===== src/rtl/conv_window_sequencer.sv =====
// conv_window_sequencer
//   Control FSM for the 3x3 conv2d datapath. It loads an IMG_W x IMG_H frame
//   into the image buffer in raster order. It then walks every output position
//   (outer loop), every filter (inner loop) and every kernel tap (row-major),
//   issuing buffer read addresses, weight indices and MAC strobes. Each finished
//   accumulator is offered downstream over a res_valid/res_ready handshake.
//
//   Build option: define SEQ_ZERO_PAD_EN for "same" padding. The window is then
//   centred on (ox,oy), and out-of-image taps raise tap_zero with rd_addr = 0.
//   Without it the convolution is "valid", the window's top-left corner sits at
//   (ox,oy), and tap_zero stays 0.
//
//   Ports
//     clk, rst_n            clock, async active-low reset
//     start, abort          frame start (IDLE only), synchronous abort
//     busy, done            status, done pulses once per completed frame
//     pix_valid/pix_ready   pixel input handshake, pix_we = buffer write enable
//     pix_waddr             buffer write address (raster order)
//     rd_addr, w_idx        buffer read address / weight index for current tap
//     mac_en, acc_clr,      accumulator controls: accumulate, load-first-product,
//     acc_last, tap_zero    last tap, substitute a zero pixel
//     res_valid/res_ready   result handshake, with res_filt / res_pos tags
//
//   State table
//     state  | meaning
//     IDLE   | waiting for start, all outputs 0
//     LOAD   | accepting pixels into the image buffer
//     MAC    | one kernel tap per cycle for current position/filter
//     RES    | result offered downstream, waiting for res_ready
//     DONE   | one-cycle done pulse, then back to IDLE
module conv_window_sequencer #(
    parameter  int IMG_W = 8,
    parameter  int IMG_H = 8,
    parameter  int KSIZE = 3,
    parameter  int NFILT = 2,
`ifdef SEQ_ZERO_PAD_EN
    localparam int OUT_W = IMG_W,
    localparam int OUT_H = IMG_H,
`else
    localparam int OUT_W = IMG_W - KSIZE + 1,
    localparam int OUT_H = IMG_H - KSIZE + 1,
`endif
    localparam int AW  = $clog2(IMG_W * IMG_H),
    localparam int WIW = $clog2(NFILT * KSIZE * KSIZE),
    localparam int PW  = $clog2(OUT_W * OUT_H),
    localparam int FW  = (NFILT > 1) ? $clog2(NFILT) : 1
) (
    input  logic           clk,
    input  logic           rst_n,
    input  logic           start,
    input  logic           abort,
    output logic           busy,
    output logic           done,
    input  logic           pix_valid,
    output logic           pix_ready,
    output logic           pix_we,
    output logic [AW-1:0]  pix_waddr,
    output logic [AW-1:0]  rd_addr,
    output logic [WIW-1:0] w_idx,
    output logic           mac_en,
    output logic           acc_clr,
    output logic           acc_last,
    output logic           tap_zero,
    output logic           res_valid,
    input  logic           res_ready,
    output logic [FW-1:0]  res_filt,
    output logic [PW-1:0]  res_pos
);

    localparam int NTAP = KSIZE * KSIZE;
    localparam int NPIX = IMG_W * IMG_H;
    localparam int NPOS = OUT_W * OUT_H;
    localparam int TW   = $clog2(NTAP);
    localparam int KW   = $clog2(KSIZE);
    localparam int OXW  = $clog2(OUT_W);
    localparam int OYW  = $clog2(OUT_H);
`ifdef SEQ_ZERO_PAD_EN
    localparam int PAD  = KSIZE / 2;
`endif

    typedef enum logic [2:0] {
        S_IDLE = 3'd0,
        S_LOAD = 3'd1,
        S_MAC  = 3'd2,
        S_RES  = 3'd3,
        S_DONE = 3'd4
    } state_t;

    state_t         state, state_n;
    logic [AW-1:0]  waddr, waddr_n;
    logic [TW-1:0]  tap, tap_n;
    logic [KW-1:0]  kx, kx_n, ky, ky_n;
    logic [FW-1:0]  filt, filt_n;
    logic [OXW-1:0] ox, ox_n;
    logic [OYW-1:0] oy, oy_n;
    logic [PW-1:0]  pos, pos_n;

    logic [15:0]    xs, ys, col, row;
    logic           outside;
    logic [AW-1:0]  rd_d;
    logic [WIW-1:0] w_d;

    assign pix_ready = (state == S_LOAD);
    assign pix_we    = pix_ready & pix_valid;
    assign pix_waddr = waddr;

    always_comb begin
        state_n = state;
        waddr_n = waddr;
        tap_n   = tap;
        kx_n    = kx;
        ky_n    = ky;
        filt_n  = filt;
        ox_n    = ox;
        oy_n    = oy;
        pos_n   = pos;

        unique case (state)
            S_IDLE: begin
                if (start) state_n = S_LOAD;
            end
            S_LOAD: begin
                if (pix_valid) begin
                    if (waddr == AW'(NPIX - 1)) begin
                        waddr_n = '0;
                        state_n = S_MAC;
                    end else begin
                        waddr_n = waddr + AW'(1);
                    end
                end
            end
            S_MAC: begin
                if (tap == TW'(NTAP - 1)) begin
                    tap_n   = '0;
                    kx_n    = '0;
                    ky_n    = '0;
                    state_n = S_RES;
                end else begin
                    tap_n = tap + TW'(1);
                    if (kx == KW'(KSIZE - 1)) begin
                        kx_n = '0;
                        ky_n = ky + KW'(1);
                    end else begin
                        kx_n = kx + KW'(1);
                    end
                end
            end
            S_RES: begin
                if (res_ready) begin
                    state_n = S_MAC;
                    if (filt == FW'(NFILT - 1)) begin
                        filt_n = '0;
                        if (pos == PW'(NPOS - 1)) begin
                            pos_n   = '0;
                            ox_n    = '0;
                            oy_n    = '0;
                            state_n = S_DONE;
                        end else begin
                            pos_n = pos + PW'(1);
                            if (ox == OXW'(OUT_W - 1)) begin
                                ox_n = '0;
                                oy_n = oy + OYW'(1);
                            end else begin
                                ox_n = ox + OXW'(1);
                            end
                        end
                    end else begin
                        filt_n = filt + FW'(1);
                    end
                end
            end
            S_DONE: begin
                state_n = S_IDLE;
            end
            default: begin
                state_n = S_IDLE;
            end
        endcase

        if (abort) begin
            state_n = S_IDLE;
            waddr_n = '0;
            tap_n   = '0;
            kx_n    = '0;
            ky_n    = '0;
            filt_n  = '0;
            ox_n    = '0;
            oy_n    = '0;
            pos_n   = '0;
        end

        // Tap geometry is decoded from the next-cycle counters so the
        // registered outputs line up with the state they describe.
        xs = 16'(ox_n) + 16'(kx_n);
        ys = 16'(oy_n) + 16'(ky_n);
`ifdef SEQ_ZERO_PAD_EN
        outside = (xs < 16'(PAD)) || (xs >= 16'(IMG_W + PAD)) ||
                  (ys < 16'(PAD)) || (ys >= 16'(IMG_H + PAD));
        col = xs - 16'(PAD);
        row = ys - 16'(PAD);
`else
        outside = 1'b0;
        col = xs;
        row = ys;
`endif
        rd_d = outside ? '0 : AW'(row * 16'(IMG_W) + col);
        w_d  = WIW'(16'(filt_n) * 16'(NTAP) + 16'(tap_n));
    end

    always_ff @(posedge clk or negedge rst_n) begin
        if (!rst_n) begin
            state     <= S_IDLE;
            waddr     <= '0;
            tap       <= '0;
            kx        <= '0;
            ky        <= '0;
            filt      <= '0;
            ox        <= '0;
            oy        <= '0;
            pos       <= '0;
            busy      <= 1'b0;
            done      <= 1'b0;
            rd_addr   <= '0;
            w_idx     <= '0;
            mac_en    <= 1'b0;
            acc_clr   <= 1'b0;
            acc_last  <= 1'b0;
            tap_zero  <= 1'b0;
            res_valid <= 1'b0;
            res_filt  <= '0;
            res_pos   <= '0;
        end else begin
            state     <= state_n;
            waddr     <= waddr_n;
            tap       <= tap_n;
            kx        <= kx_n;
            ky        <= ky_n;
            filt      <= filt_n;
            ox        <= ox_n;
            oy        <= oy_n;
            pos       <= pos_n;
            busy      <= (state_n != S_IDLE);
            done      <= (state_n == S_DONE);
            mac_en    <= (state_n == S_MAC);
            acc_clr   <= (state_n == S_MAC) && (tap_n == '0);
            acc_last  <= (state_n == S_MAC) && (tap_n == TW'(NTAP - 1));
            tap_zero  <= (state_n == S_MAC) && outside;
            rd_addr   <= (state_n == S_MAC) ? rd_d : '0;
            w_idx     <= (state_n == S_MAC) ? w_d : '0;
            res_valid <= (state_n == S_RES);
            res_filt  <= (state_n == S_RES) ? filt_n : '0;
            res_pos   <= (state_n == S_RES) ? pos_n : '0;
        end
    end

endmodule

===== config.mk =====
export PLATFORM = sky130hd
export DESIGN_NAME = conv_window_sequencer
export DESIGN_NICKNAME = d
export VERILOG_FILES = /design/src/rtl/conv_window_sequencer.sv
export SDC_FILE = /design/constraint.sdc
export NUM_CORES = 1
export LEC_CHECK = 0
export BUFFER_PORTS_ARGS = -buffer_cell sky130_fd_sc_hd__clkbuf_2
export CAP_MARGIN = 15
export CORE_AREA = 4 4 112 61
export CTS_BUF_LIST = sky130_fd_sc_hd__clkbuf_4
export DETAILED_ROUTE_END_ITERATION = 16
export DIE_AREA = 0 0 116 65
export GPL_TIMING_DRIVEN = 0
export PLACE_DENSITY = 0.68
export SLEW_MARGIN = 40
export SYNTH_ARGS = -nofsm -noshare
export SYNTH_HDL_FRONTEND = slang
export SYNTH_SLANG_ARGS = --single-unit

===== constraint.sdc =====
create_clock -name clk -period 3.6 [get_ports clk]
set_input_delay 0.18 -clock clk [delete_from_list [all_inputs] [get_ports clk]]
set_output_delay 0.18 -clock clk [all_outputs]
set_load 0.02 [all_outputs]

==> flow_summary.json, run 1 <==
{
  "run_status": "complete, no violations",
  "synthTopCellsByCount": "dfrtp_1 (54), nor2_1 (36), nand2_1 (19)",
  "endpoint_kind": "flip-flop",
  "first_pass_iters": 4,
  "cts_num_sinks": 54,
  "synth.area.top_cells": "dfrtp_1 (53%), ha_1 (5.4%), nor2_1 (5.3%), xor2_1 (3.4%), nand2_1 (2.8%)",
  "synthMuxAreaShare_pct": 1.17,
  "synth-simple-area-share_pct": 23.8,
  "finClkSkew_ps": 9.57,
  "postSynthAreaPerCell_um2": 10.2,
  "drive_above_1_share_pct": 18.6,
  "antenna_found_initial": 0,
  "setup_tns_ps": 0,
  "dr_wl_met3_um": 243,
  "hp-class": "in2reg",
  "synthesis.nets": 270,
  "highest_layer": "met4",
  "synth_edf_count": 0,
  "drv_cap": 0,
  "clock-root-buffer": "clkbuf_4",
  "ys_ff_latch": 54,
  "slew-limit-headroom_pct": 50.3,
  "synth_top_area_cell": "dfrtp_1",
  "nNetsFinal": 314,
  "synth_xor_area_share_pct": 5.11,
  "yosys_warnings": 0,
  "ir_drop_v": 0.000160,
  "met1_length_mm": 3.06,
  "setup_viol": 0,
  "start_util_pct": 43.9,
  "synthFlopType": "dfrtp_1",
  "yosysMostFrequentCell": "dfrtp_1",
  "p_leak_nw": 1.42,
  "fmax_ghz": 0.302,
  "path_class": "reg2reg",
  "grt_pass1_vias": 1860,
  "synth_cell_types": 46,
  "ant_nets": 0,
  "fp.dieH_um": 65,
  "grtUsageTotal_pct": 16.5,
  "clk_pin_slew_ps": 150,
  "cp.arrival_ps": 3620,
  "drtIter0Drc": 90,
  "cts_tree": "done",
  "synth_top_family_by_area": "simple AND/OR/NAND/NOR gates",
  "htreeDepth": 2,
  "coreArea_mm2": 0.00586,
  "port_buffers": 36,
  "path_max_fanout": 7,
  "die_x_um": 116,
  "final_cells": 373,
  "globalRouteOverflowTotal": 0,
  "synthCells": 251,
  "netlist_area_mm2": 0.00257,
  "ys_seq_area_share_pct": 52.6,
  "synth-compound-area-share_pct": 6.77,
  "vias_per_cell": 5.22,
  "dp.cells": 364,
  "met2_wirelength_mm": 2.27,
  "routedWlPerCell_um": 15.0,
  "synthAdderAreaFrac_pct": 6.92,
  "vias": 1947,
  "drv_slew": 0,
  "async_reset_ff_share_pct": 100,
  "critical_path.startpoint_type": "flip-flop",
  "powerDensity_mw_per_mm2": 324,
  "hold_viol": 0,
  "grt_max_degree": 55,
  "netlist.area_leader.share_pct": 52.6,
  "num_rows": 20,
  "hpwlAfterDp_mm": 4.15,
  "post-route-drc-count": 0,
  "insertion_delay_ps": 370,
  "gp_congestion": 0.825,
  "critical_path_required_ps": 3900,
  "ios": 39,
  "dp_slack_ps": 157,
  "wirelength_mm": 5.61,
  "fin_crit_ps": 3320,
  "worst_slew_pin_slew_ps": 744,
  "numCtsBuffers": 5,
  "area_growth_pct": 14.0,
  "period_share_pct": 92.1,
  "grt_pass1_wl_mm": 9.73,
  "worst_slack_ps": 285,
  "dieArea_mm2": 0.00754,
  "clock_path_buffers": 2
}
==> report_power, final <==
group | total (W) | switching (W) | leakage, nW | internal, W
clock network | 0.000276 | 0.000186 | 0.0322 | 0.0000894
registers | 0.000618 | 0.00000659 | 0.751 | 0.000611
logic | 0.0000544 | 0.0000384 | 0.638 | 0.0000160
==> flip-flops by register name, indices dropped and copies added, names as in the netlist <==
name and cells:
oy 3, acc_last 1, res_valid 1, mac_en 1, filt 1, ky 2
w_idx 5, kx 2, state 3, pix_waddr 6, pos 6, busy 1
done 1, ox 3, acc_clr 1, rd_addr 6, res_pos 6, res_filt 1
tap 4
==> timing repair <==
action	CTS	global route
setup endpoints to repair	0	2
hold endpoints to repair	54	0
resized for setup	0	3
setup buffers	0	0
hold buffers	1	0
==> logic make-up after synthesis <==
group	count (synthesis)
adders and majority gates	13
AOI/OAI and AO/OA	28
DFF	54
muxes	3
xor gates and xnor gates	15
and+or+nand+nor	117
other	1
buffers and inverters	20
==> metal layers <==
| metal | global-route usage [%] | up-vias |
|---|---|---|
| li1 | - | 953 |
| met4 | 2.75 | 0 |
| met1 | 27.3 | 952 |
| met2 | 21.7 | 37 |
| met3 | 3.73 | 5 |
| met5 | 0 | - |
==> worst max-delay path, cell delays in order (launching register included) <==
cell	delay [ps]
dfrtp_1	450
ha_1	250
nor4b_2	180
nand2_1	220
nand2_1	170
or4b_2	660
a21oi_2	210
inv_1	90
fa_1	470
or3_1	390
a21oi_1	150
==> cells in the final DEF (no fill, tap or decap), drive strengths merged, types with 3 or more instances in the layout <==
| cell | count |
|---|---|
| nor3b | 4 |
| dfrtp | 54 |
| nor3 | 15 |
| nand3 | 8 |
| xnor2 | 5 |
| a21oi | 13 |
| mux2i | 3 |
| ha | 11 |
| nor2 | 36 |
| buf | 5 |
| or3 | 6 |
| o21ai | 5 |
| nand2 | 19 |
| nand4 | 5 |
| and3 | 4 |
| inv | 9 |
| xor2 | 10 |
| clkbuf | 49 |
| and2 | 6 |
==> through the flow <==
stage | instance area [um^2] | utilization, % | total power, W | hold slack, ps
global route | 2930 | 50.0 | 0.000993 | 292
finish | 2930 | 50.0 | 0.000948 | 278
detailed placement | 2850 | 48.6 | 0.000684 | 320
global placement | 2850 | 48.6 | 0.000682 | 538
CTS | 2910 | 49.7 | 0.000953 | 268
floorplan | 2570 | - | 0.000656 | -116
==> layout make-up <==
type	count	area, um^2
repair buffers	37	193
multi-input cells	177	1140
clock buffers	7	52.6
fillers	570	2930
flip-flops and latches	54	1350
plain buffers	11	55.1
diodes	1	2.50
inverters	9	33.8
well taps	77	96.3
==> final timing paths <==
kind,to,slack [ps],cells past startpoint,from
worst max-delay path,rd_addr[4],280,10,pos[0]
worst min-delay path,res_filt,280,4,res_ready
worst max register to register,rd_addr[4],280,10,pos[0]
worst min register to register,oy[1],600,2,oy[1]
max in group asynchronous,rd_addr[0],2790,2,rst_n
min in group asynchronous,res_pos[2],370,2,rst_n
Power figures use the tool's default switching activity.
==> inputs of run 2 (changes only) <==
BUFFER_PORTS_ARGS = default   (was -buffer_cell sky130_fd_sc_hd__clkbuf_2)
DONT_BUFFER_PORTS = 1   (was default)
PLACE_DENSITY = 0.63   (was 0.68)
==> run 2 against run 1 <==
Effect of this change: clock-buffer cell count stayed put; clock power is 2% lower; combinational power is 8.8% lower.
==> flow_summary.json, run 2 (synthesized netlist as in run 1, its figures left out) <==
{
  "cp.arrival_ps": 3720,
  "vias": 1800,
  "ant_nets": 0,
  "worst_slack_ps": 197,
  "fillers": 559,
  "clk_pin_slew_ps": 140,
  "path_class": "reg2reg",
  "coreArea_mm2": 0.00586,
  "first_pass_iters": 4,
  "crit_end": "rd_addr[4]",
  "fp.dieH_um": 65,
  "cp_slowest_stage_delay_ps": 630,
  "area_growth_pct": 8.09,
  "hpwlAfterDp_mm": 3.85,
  "critPathSlowestCell": "or4b_2",
  "period_share_pct": 94.5,
  "htreeDepth": 2,
  "critical_path_required_ps": 3920,
  "clkPwrFrac_pct": 28.7,
  "comb_power_share_pct": 5.3,
  "r2r_setup_slack_ps": 200,
  "p_int_w": 0.000716,
  "globalRouteOverflowTotal": 0,
  "die_x_um": 116,
  "powerDensity_mw_per_mm2": 338,
  "numCtsBuffers": 5,
  "nNetsFinal": 280,
  "ir_drop_v": 0.000168,
  "vias_per_cell": 5.31,
  "drtIter0Drc": 77,
  "final_cell_mix": "dfrtp_1 (54), nor2_1 (36), nand2_1 (19)",
  "cts_num_sinks": 54,
  "wirelength_mm": 5.38,
  "endpoint_kind": "flip-flop",
  "worst_slew_pin_slew_ps": 700,
  "clock-root-buffer": "clkbuf_4",
  "start_util_pct": 43.9,
  "ios": 39,
  "drv_cap": 0,
  "grt_max_degree": 55,
  "antenna_found_initial": 1,
  "sw_frac_of_total_pct": 23.8,
  "cts_tree": "done",
  "reg2reg_depth": 10,
  "grt_pass1_vias": 1732,
  "critical_path.startpoint_type": "flip-flop",
  "port_buffers": 0,
  "crit_buf_inv": 1,
  "clock_path_buffers": 2,
  "final_common_cell": "dfrtp_1",
  "hold_viol": 0,
  "path_max_fanout": 7,
  "timing.rr.start": "pos[0]",
  "num_rows": 20,
  "crit_cells": 10,
  "fin_crit_ps": 3400,
  "worstReg2RegEnd": "rd_addr[4]",
  "dieArea_mm2": 0.00754,
  "final_cells": 339,
  "drive_above_1_share_pct": 7.66,
  "dp.cells": 328,
  "routedWlPerCell_um": 15.9,
  "grtUsageTotal_pct": 15.6,
  "finClkSkew_ps": 8.14,
  "switchingPower_w": 0.000224,
  "dp_slack_ps": 123,
  "slew-limit-headroom_pct": 53.2,
  "insertion_delay_ps": 380,
  "cp_top_family": "simple AND/OR/NAND/NOR gates",
  "fmax_ghz": 0.294,
  "finalPower_w": 0.000939,
  "p_leak_nw": 1.28,
  "crit_chain": "ha_1 -> nor4b_1 -> nand2_1 -> nand2_1 -> or4b_2 -> a21oi_1 -> inv_1 -> fa_1 -> or3_1 -> a21oi_1",
  "gp_congestion": 0.820,
  "setup_viol": 0,
  "grt_pass1_wl_mm": 8.94,
  "post-route-drc-count": 0,
  "crit_start": "pos[0]",
  "hp-class": "in2reg",
  "power.share.sequential_pct": 66.0,
  "run_status": "complete, no violations",
  "drv_slew": 0
}
run 2: per-stage QoR:
step	setup TNS, ps	hold slack (ps)	util, %	cell area (um^2)
floorplan	0	-116	-	2570
global placement	0	-113	45.5	2670
detailed placement	0	-113	45.5	2670
CTS	0	102	47.1	2760
global route	-5.26	126	47.4	2780
finish	0	123	47.4	2780
run 2: final cells by class:
class / count / area, um^2 / area share (%)
diodes: 1 / 2.50 / 0.0901
plain buffers: 11 / 55.1 / 1.98
clock buffers: 7 / 52.6 / 1.89
inverters: 9 / 33.8 / 1.22
multi-input cells: 177 / 1140 / 41.1
flip-flops and latches: 54 / 1350 / 48.7
well taps: 77 / 96.3 / 3.47
repair buffers: 3 / 45.0 / 1.62
run 2: repair_timing:
action                                  4_1_cts  5_1_grt
endpoints found under the hold margin        54        0
endpoints found under the setup margin        0        3
setup buffers                                 0        1
gates resized for setup                       0        1
hold buffers                                  2        0
run 2: power groups by stage:
stage               clock [W]  combinational (W)  sequential [W]
floorplan                   0          0.0000262        0.000630
global placement            0          0.0000331        0.000631
detailed placement          0          0.0000336        0.000631
CTS                  0.000284          0.0000511        0.000620
global route         0.000308          0.0000567        0.000622
finish               0.000270          0.0000496        0.000620
run 2: routing by layer:
layer  vias to the layer above  part of all wire (%)  global-route usage, %
li1                        875                     -                      -
met1                       872                    53                   24.6
met2                        45                    40                   19.7
met3                         8                   6.4                   5.60
met4                         0                  0.89                   3.47
met5                         -                     0                      0
run 2: how the worst min path moves through the flow:
stage	start	end	slack [ps]	depth (start not counted)
3_5_place_dp	rst_n	rd_addr[5]	-110	0
6_report	res_ready	res_filt	120	3
5_1_grt	res_ready	res_filt	130	3
4_1_cts	res_ready	res_filt	100	3
3_3_place_gp	rst_n	done	-110	0
2_1_floorplan	rst_n	acc_clr	-120	0
run 2: tightest hold or removal path, delay by kind of cell:
family        cells  cell delay, ps
xor+xnor          1             180
simple gates      2             110
==> inputs of run 3 (changes only) <==
ABC_AREA = 1   (was default)
CORE_AREA = 4 4 117 63   (was 4 4 112 61)
DIE_AREA = 0 0 121 67   (was 0 0 116 65)
==> run 3 against run 2 <==
Effect of this change: hold slack worse by 45 ps; combinational power is 1% lower; maximum frequency is 26% higher.
==> flow_summary.json, run 3 <==
{
  "fillers": 636,
  "run_status": "complete, no violations",
  "cp.arrival_ps": 3020,
  "yosys_warnings": 0,
  "numCtsBuffers": 5,
  "globalRouteOverflowTotal": 0,
  "critical_path_required_ps": 3920,
  "synth_edf_count": 0,
  "synthTopCellsByCount": "dfrtp_1 (54), nor2_1 (53), inv_1 (49), nand2_1 (49), o21ai_0 (15)",
  "grt_pass1_wl_mm": 10.1,
  "num_rows": 21,
  "hpwlAfterDp_mm": 4.54,
  "grt_max_degree": 55,
  "slew-limit-headroom_pct": 63.2,
  "insertion_delay_ps": 380,
  "cts_tree": "done",
  "vias": 2086,
  "worstReg2RegEnd": "rd_addr[5]",
  "post-route-drc-count": 0,
  "grt_pass1_vias": 1901,
  "rsz0062_at_grt": "no",
  "drtIter0Drc": 175,
  "setup_viol": 0,
  "ant_nets": 0,
  "final_common_cell": "dfrtp_1",
  "area_growth_pct": 7.70,
  "ir_drop_v": 0.000116,
  "netlist.area_leader.share_pct": 48.0,
  "htreeDepth": 2,
  "reg2reg_depth": 14,
  "drv_cap": 0,
  "gp_congestion": 0.820,
  "fmax_ghz": 0.371,
  "antenna_found_initial": 0,
  "period_share_pct": 74.9,
  "first_pass_iters": 4,
  "cts_num_sinks": 54,
  "die_x_um": 121,
  "finClkSkew_ps": 5.72,
  "hold_viol": 0,
  "path_class": "reg2reg",
  "postSynthAreaPerCell_um2": 8.65,
  "grtUsageTotal_pct": 16.1,
  "final_util_pct": 47.1,
  "endpoint_kind": "flip-flop",
  "fp.dieH_um": 67,
  "fin_crit_ps": 2700,
  "dieArea_mm2": 0.00811,
  "synthFlopType": "dfrtp_1",
  "synthesis.nets": 344,
  "clock-root-buffer": "clkbuf_4",
  "synth_cell_types": 42,
  "path_max_fanout": 7,
  "coreArea_mm2": 0.00644,
  "clock_path_buffers": 2,
  "start_util_pct": 43.7,
  "num_antenna_cells": 0,
  "powerDensity_mw_per_mm2": 309,
  "ys_ff_latch": 54,
  "wirelength_mm": 6.10,
  "netlist_area_mm2": 0.00281,
  "ios": 39,
  "final_cell_mix": "dfrtp_1 (54), nor2_1 (53), nand2_1 (49), inv_1 (49), o21ai_0 (15)",
  "setup_tns_ps": 0,
  "drv_slew": 0,
  "finalPower_w": 0.000936,
  "timing.rr.start": "pos[0]",
  "synth_top_area_cell": "dfrtp_1",
  "crit_end": "rd_addr[5]",
  "synthCells": 325,
  "clk_pin_slew_ps": 150,
  "ys_seq_area_share_pct": 48.0,
  "nNetsFinal": 354,
  "synth.area.top_cells": "dfrtp_1 (48%), nor2_1 (7.1%), inv_1 (6.5%), nand2_1 (6.5%), ha_1 (4.9%)",
  "vias_per_cell": 4.87,
  "worst_slew_pin_slew_ps": 550,
  "async_reset_ff_share_pct": 100,
  "routedWlPerCell_um": 14.3,
  "crit_start": "pos[0]",
  "r2r_setup_slack_ps": 900,
  "p_leak_nw": 1.51,
  "port_buffers": 0,
  "hp-class": "in2reg",
  "yosysMostFrequentCell": "dfrtp_1",
  "drive_above_1_share_pct": 13.1,
  "critical_path.startpoint_type": "flip-flop"
}
-- run 3: worst max-delay path, cell delays in order, from the launching register on --
cell      delay (ps)
dfrtp_1          440
ha_1             230
nand2_1           60
inv_1             60
nand3_2          180
nor2_1           270
inv_1             80
a21oi_1          130
a211oi_1          90
ha_1             210
fa_1             540
nand4_1          130
nand2_1           80
nand2_1           50
nor2_1            90
-- run 3: area by class of cell --
type / count / area, um^2 / share of cell area [%]
clock buffer: 5 / 37.5 / 1.24
sequential: 54 / 1350 / 44.6
timing repair buffer: 3 / 47.5 / 1.57
inverter: 54 / 205 / 6.77
clock inverter: 3 / 16.3 / 0.537
tap: 92 / 115 / 3.80
buffer: 4 / 27.5 / 0.909
multi-input combinational: 213 / 1230 / 40.6
-- run 3: kinds of logic after synthesis --
| group | count (synthesis) | share of synthesized area, % |
|---|---|---|
| compound gates | 40 | 8.63 |
| xor+xnor | 2 | 0.890 |
| fa+ha+maj | 13 | 6.32 |
| buf+inv | 58 | 8.27 |
| flops | 54 | 48.0 |
| other cells | 1 | 0.133 |
| simple gates | 157 | 27.7 |
-- run 3: where the power goes --
| group | internal (W) | leakage, nW | total [W] | switching (W) |
|---|---|---|---|---|
| combinational | 0.0000127 | 0.726 | 0.0000491 | 0.0000364 |
| sequential | 0.000610 | 0.752 | 0.000615 | 0.00000574 |
| clock | 0.0000733 | 0.0286 | 0.000272 | 0.000198 |
| total | 0.000696 | 1.51 | 0.000936 | 0.000240 |
-- run 3: per-stage QoR --
stage / cells / worst slack, ps / hold WS, ps / instance area [um^2]
6_report: 428 / 903 / 78.1 / 3030
5_1_grt: 428 / 626 / 52.0 / 3030
4_1_cts: 428 / 903 / 59.2 / 3030
3_5_place_dp: 417 / 990 / -114 / 2930
3_3_place_gp: 417 / 965 / -114 / 2930
2_1_floorplan: 325 / 1360 / -116 / 2810
-- run 3: worst min-delay path by stage --
| stage | start | slack (ps) | to | cells after the start |
|---|---|---|---|---|
| 2_1_floorplan | rst_n | -120 | acc_clr | 0 |
| 3_3_place_gp | rst_n | -110 | res_pos[0] | 0 |
| 3_5_place_dp | rst_n | -110 | res_pos[0] | 0 |
| 4_1_cts | pix_valid | 60 | pix_waddr[0] | 3 |
| 5_1_grt | pix_valid | 50 | pix_waddr[0] | 3 |
| 6_report | pix_valid | 80 | pix_waddr[0] | 3 |
-- run 3: routing by layer --
layer / track usage, % / up-vias / part of all wire [%]
met3: 4.50 / 5 / 9.6
met1: 26.4 / 965 / 54
met4: 2.97 / 0 / 0.54
met5: 0 / - / 0
met2: 20.0 / 60 / 36
li1: - / 1056 / -
-- run 3: timing repair --
action | CTS | global route
gates resized for setup | 0 | 0
hold endpoints to repair | 57 | 0
hold buffers | 3 | 0
buffers inserted | 0 | 0
